## src/rtl/router_fsm_nch.sv

```systemverilog
// router_fsm_nch: control FSM for a 1xN packet router with invalid-address drop and wait timeout
// Ports:
//   clock, resetn                    rising-edge clock, asynchronous active-low reset
//   pkt_valid, data_in               packet framing and header address (sampled in DECODE_ADDRESS)
//   fifo_full, fifo_empty            selected-FIFO full flag and per-channel empty flags
//   soft_reset                       per-channel soft reset; only the selected channel matters
//   parity_done, low_pkt_valid       status from the input register block
//   sel_ch                           latched destination channel
//   busy                             stall request to the input source
//   detect_add .. drop_state         registered one-hot state decodes
//   write_enb_reg, rst_int_reg       FIFO write enable and parity-check strobe
//   timeout_pulse                    single-cycle pulse when WAIT_TILL_EMPTY gives up
module router_fsm_nch #(
    parameter int NUM_CH       = 3,
    parameter int ADDR_W       = 2,
    parameter int WAIT_TIMEOUT = 0
) (
    input  logic              clock,
    input  logic              resetn,
    input  logic              pkt_valid,
    input  logic [ADDR_W-1:0] data_in,
    input  logic              fifo_full,
    input  logic [NUM_CH-1:0] fifo_empty,
    input  logic [NUM_CH-1:0] soft_reset,
    input  logic              parity_done,
    input  logic              low_pkt_valid,
    output logic [ADDR_W-1:0] sel_ch,
    output logic              busy,
    output logic              detect_add,
    output logic              lfd_state,
    output logic              ld_state,
    output logic              laf_state,
    output logic              full_state,
    output logic              write_enb_reg,
    output logic              rst_int_reg,
    output logic              drop_state,
    output logic              timeout_pulse
);
    typedef enum logic [3:0] {DA, LFD, LD, FFS, LAF, LP, CPE, WTE, DROP} state_t;
    localparam logic [ADDR_W:0] NCH = (ADDR_W+1)'(NUM_CH);
    state_t state, next;
    logic [31:0] wait_cnt;
    logic empty_in, empty_sel, sr_sel, bad_addr, timed_out;
    always_comb begin
        empty_in  = 1'b0;
        empty_sel = 1'b0;
        sr_sel    = 1'b0;
        for (int i = 0; i < NUM_CH; i++) begin
            if (data_in == ADDR_W'(i)) empty_in = fifo_empty[i];
            if (sel_ch == ADDR_W'(i)) begin
                empty_sel = fifo_empty[i];
                sr_sel    = soft_reset[i];
            end
        end
        bad_addr  = {1'b0, data_in} >= NCH;
        timed_out = (WAIT_TIMEOUT != 0) && state == WTE && !empty_sel
                    && wait_cnt == 32'(WAIT_TIMEOUT - 1);
        case (state)
            DA:      next = !pkt_valid ? DA : bad_addr ? DROP : empty_in ? LFD : WTE;
            LFD:     next = LD;
            LD:      next = fifo_full ? FFS : !pkt_valid ? LP : LD;
            FFS:     next = fifo_full ? FFS : LAF;
            LAF:     next = parity_done ? DA : low_pkt_valid ? LP : LD;
            LP:      next = CPE;
            CPE:     next = fifo_full ? FFS : DA;
            WTE:     next = empty_sel ? LFD : timed_out ? DROP : WTE;
            DROP:    next = pkt_valid ? DROP : DA;
            default: next = DA;
        endcase
        // a soft reset of the active channel aborts the packet from any state but DA
        if (state != DA && sr_sel) next = DA;
        timeout_pulse = timed_out && !sr_sel;
    end
    // outputs are registered from the next state so they always match the state register
    always_ff @(posedge clock or negedge resetn) begin
        if (!resetn) begin
            state         <= DA;
            sel_ch        <= '0;
            wait_cnt      <= '0;
            busy          <= 1'b0;
            detect_add    <= 1'b1;
            lfd_state     <= 1'b0;
            ld_state      <= 1'b0;
            laf_state     <= 1'b0;
            full_state    <= 1'b0;
            write_enb_reg <= 1'b0;
            rst_int_reg   <= 1'b0;
            drop_state    <= 1'b0;
        end else begin
            state         <= next;
            if (state == DA && pkt_valid) sel_ch <= data_in;
            wait_cnt      <= (state == WTE && next == WTE) ? wait_cnt + 32'd1 : '0;
            busy          <= next inside {LFD, LP, FFS, LAF, WTE, CPE};
            detect_add    <= next == DA;
            lfd_state     <= next == LFD;
            ld_state      <= next == LD;
            laf_state     <= next == LAF;
            full_state    <= next == FFS;
            write_enb_reg <= next inside {LD, LP, LAF};
            rst_int_reg   <= next == CPE;
            drop_state    <= next == DROP;
        end
    end
endmodule

```

## config.mk

```make
export PLATFORM = sky130hd
export DESIGN_NAME = router_fsm_nch
export DESIGN_NICKNAME = d
export VERILOG_FILES = /design/src/rtl/router_fsm_nch.sv
export SDC_FILE = /design/constraint.sdc
export NUM_CORES = 1
export LEC_CHECK = 0
export BUFFER_PORTS_ARGS = -buffer_cell sky130_fd_sc_hd__buf_2
export CORE_UTILIZATION = 45
export DETAILED_ROUTE_END_ITERATION = 6
export GPL_ROUTABILITY_DRIVEN = 0
export PLACE_DENSITY = 0.7
export SYNTH_ARGS = -nofsm -noshare
export SYNTH_HDL_FRONTEND = slang
export SYNTH_SLANG_ARGS = --single-unit
```

## constraint.sdc

```tcl
create_clock -name clock -period 5.2 [get_ports clock]
set_input_delay 1.04 -clock clock [delete_from_list [all_inputs] [get_ports clock]]
set_output_delay 1.04 -clock clock [all_outputs]
set_load 0.01 [all_outputs]
```

=== Word level (Yosys, flattened, before mapping) ===
Cells that the tools add are included.

* Register bits after elaboration: 15
* Latch bits: 0
* RAM bits: 0
* Memory bits (read-only): 0
* Input bits: 14
* Output and inout port bits: 12
* Logic and storage cells: 63
* Memories kept: 0

* Add/subtract/negate cells: 0
* Multipliers: 0
* Div/mod/pow operators: 0
* Order comparisons: 1
* Equal/unequal tests: 20
* Shift-type cells: 0
* Muxes and demuxes: 22
* Bitwise gates (word level): 0
* Reductions and logical operators: 9

{| class="wikitable"
|+ Operators with widths
! operator !! number
|-
| $pmux 4 s9 || 1
|-
| $eq 4x3->1 const B || 8
|-
| $mux 3 || 7
|-
| $eq 4x2->1 const B || 4
|-
| $mux 4 || 4
|-
| $mux 1 || 9
|-
| $eq 4x1->1 const B || 2
|-
| $eq 4x4->1 const B || 2
|-
| $logic_not 4->1 || 2
|-
| $reduce_bool 6->1 || 1
|-
| $eq 2x1->1 const B || 2
|-
| $eq 2x2->1 const B || 2
|-
| $logic_not 2->1 || 2
|-
| $reduce_bool 4->1 || 1
|-
| $reduce_bool 3->1 || 1
|-
| $ge 2x2->1 const B || 1
|-
| $logic_and 1x1->1 || 2
|-
| $mux 2 || 1
|}

=== Depth between registers and ports, before layout ===
* Depth in word-level cells: 11
* Mapped depth: 6
* Gate-level depth less buffers: 5

=== Least setup slack after synthesis ===
No wires, ideal clock.

* Path kind: input to register
* From: input soft_reset[1]
* To: register lfd_state
* Library setup time: 0.080 ns
* Arrival time: 2.111 ns
* Data required time: 5.120 ns
* Setup slack: 3.008 ns
* Cell stages on the path: 5
* Buffers on the path: 0
* Cell sequence: mux2i_1 > o21ai_0 > maj3_1 > or2_4 > nor3_2

* Longest elaborated chain between the ends: 5

{| class="wikitable"
|+ Ends and longest elaborated chain
! item !! line !! RTL
|-
| start, declared || 24 || <nowiki>input logic [NUM_CH-1:0] soft_reset,</nowiki>
|-
| $mux 1 (2 in a row) || 50 || <nowiki>if (sel_ch == ADDR_W'(i)) begin</nowiki>
|-
| $logic_and 1x1->1 || 71 || <nowiki>if (state != DA && sr_sel) next = DA;</nowiki>
|-
| $mux 4 || 71 ||
|-
| $eq 4x1->1 || 95 || <nowiki>lfd_state <= next == LFD;</nowiki>
|-
| end signal, assigned || 82 || <nowiki>lfd_state <= 1'b0;</nowiki>
|-
| end signal, assigned || 95 ||
|-
| end, declared || 30 || <nowiki>output logic lfd_state,</nowiki>
|}

No other way between the ends.
A chain may end at the register's enable or synchronous reset.

=== Worst setup path after layout ===
Same ends and word-level chain as after synthesis.

==> impl_metrics.toml <==
[routing]
drt-total-wl_microns = 1610
final_antenna_net_count = 0
drc = 2
vias = 658
avgViaCountPerCell = 5.72
drt_pre_antenna_iters = 6
wl_per_cell_microns = 14.0
detail_route.iter0.violations = 18

[clock_tree]
cts-resized-gates = 0
cts_tree = "yes"
holdBufCountCts = 0
cts_buffers = 3
htreeDepth = 1
root_buffer = "clkbuf_4"
post-cts-setup-buffers = 0
cts_buffer_depth = 2
cts_sinks = 15
insertion_delay_ns = 0.28
path_clk_slew_ns = 0.09

[sta]
rsz0062_at_grt = "no"
final_min_period_over_clock_period = 0.410
worst_slack_ns = 3.07
fin_worst_skew_ns = 0.00198
setup_viol = 0
min_period_ns = 2.13
finalMaxSlewViolations = 0
hold_viol_final = 0
tightest_slew_ns = 0.643
max_freq_ghz = 0.469
slew_headroom = 0.569
fin_tns_setup_ns = 0

[synthesis]
syn_area_per_cell_sq_um = 10.6
synth_seq_cells = 15
ys_top_cells_by_area = "dfrtp_1 45%, mux2i_1 7.7%, a21oi_1 3.8%, nor2_1 3.8%, dfstp_2 3.3%"
synth_nets = 88
yosysWarningCount = 0
synth_top_area_cell = "dfrtp_1"
synth_edf_count = 0
synthArstFlopShare = 1.00
yosysMostFrequentCell = "dfrtp_1"
yosysUniqueCellTypes = 34
synth_top_area_share = 0.447
synth_ff_type = "dfrtp_1"
syn_area_sq_um = 785
ys_seq_area_frac = 0.480
synth_common_cells = "14 x dfrtp_1, 8 x nor2_1, 6 x a21oi_1, 6 x mux2i_1"
netlist_instances = 74

[placed_design]
place_ws_ns = 2.75
place_area_sq_um = 902
dp_hpwl_microns = 1250
io_buffers = 24

[die]
core_sq_um = 1560
start_util = 0.503
die_x_microns = 43.8
die_h_microns = 43.8
num_rows = 14
dieArea_sq_um = 1910
ios = 26

[final_layout]
reg.largest.list = "state (4), sel_ch (2)"
diodes = 0
fin_util = 0.596
fin_area_sq_um = 930
drive_gt1_frac = 0.374
largest_reg_flops = 4
area_growth_pct = 18.5
top_register = "state"
nets = 114

[flow_run]
max_cap_viol_count = 0

[power]
p_int_mw = 0.298
swShare = 0.399
leakage_nw = 0.465
switching_power_mw = 0.197
power_frac_seq = 0.402
pwr-share-clk = 0.132
total_power_mw = 0.495
peakVddDrop_mv = 0.266
powerDensity_nw_per_um2 = 533
power_frac_comb = 0.465

[min_path]
hold_path.class = "primary input to async pin"

[global_route]
track_usage = 0.196
grt_pass1_vias = 625
grt_pass1_wl_microns = 2670
grt_start_max_net_pins = 16
overflow = 0
antenna_found_initial = 0

[worst_setup_path]
crit_buf_inv = 1
max_stage_delay_ns = 0.49
start_kind = "primary input"
rr_startpoint = "state[0]"
reg2reg_to = "lfd_state"
cp_data_required_time_ns = 5.41
cp_data_arrival_time_ns = 2.34
path_class = "primary input to flop"
cp_max_fo = 7
worst_path_dominant_cell_family = "adder cells"
endpoint_kind = "flop"
slowest_stage = "maj3_1"
crit_chain = "buf_2 > mux2i_1 > o21ai_0 > maj3_1 > or2_4 > nor3_2"
reg2reg_depth = 5
r2r_slack_ns = 3.20

[status]
outcome = "finished, violations left"
violations = "DRC"
how the worst max path moves through the flow:
stage,endpoint,cells past startpoint,from,slack (ns)
floorplan,lfd_state,5,soft_reset[1],3.01
CTS,lfd_state,6,soft_reset[1],3.05
global route,detect_add,6,fifo_full,2.95
finish,lfd_state,6,soft_reset[1],3.07
global placement,lfd_state,6,soft_reset[1],2.83
detailed placement,lfd_state,6,soft_reset[1],2.75
final cells by class:
cell class	instances	area [sq um]
clock inverter	1	5.00
inverter	2	7.51
tap	16	20.0
fill	148	629
multi-input combinational	54	378
sequential	15	377
clock buffer	3	22.5
timing repair buffer	24	120
power by group through the flow:
| stage | clock, mW | combinational (mW) | sequential (mW) |
|---|---|---|---|
| after floorplan | 0 | 0.160 | 0.205 |
| after global placement | 0 | 0.224 | 0.199 |
| after detailed placement | 0 | 0.230 | 0.201 |
| after CTS | 0.0665 | 0.231 | 0.199 |
| after global routing | 0.0717 | 0.255 | 0.205 |
| final | 0.0656 | 0.230 | 0.199 |
cells by family after synthesis:
logic type / after synthesis / synth area share
mux: 8 / 0.105
simple gates: 32 / 0.263
flops: 15 / 0.480
compound gates: 12 / 0.0957
fa+ha+maj: 1 / 0.0128
buf+inv: 5 / 0.0383
other cells: 1 / 0.00478
cells in the final DEF (no fill, tap or decap), types with 2 or more instances in the layout:
master	netlist	final
mux2_2	2	2
nand4b_1	2	2
buf_2	0	24
nand2_1	2	2
nand2b_1	2	2
dfrtp_1	14	14
clkbuf_4	0	3
nor3_1	2	2
nor2_1	8	8
a21oi_1	6	6
or2b_1	2	2
nand3b_1	2	2
nor3b_1	2	2
mux2i_1	6	6
inv_1	2	2
and3_2	2	2
layer usage:
metal  GRT usage  share of wire
met1       0.225           0.43
met3      0.0542          0.055
met2       0.325           0.49
met4       0.113          0.023
met5           0              0
per-stage QoR:
| stage | cells | hold slack, ns |
|---|---|---|
| after detailed placement | 111 | 0.629 |
| after floorplan | 74 | 0.640 |
| after CTS | 115 | 0.650 |
| after global routing | 115 | 0.655 |
| final | 115 | 0.640 |
| after global placement | 111 | 0.625 |
Note: power is estimated with default switching activity, not from simulation.
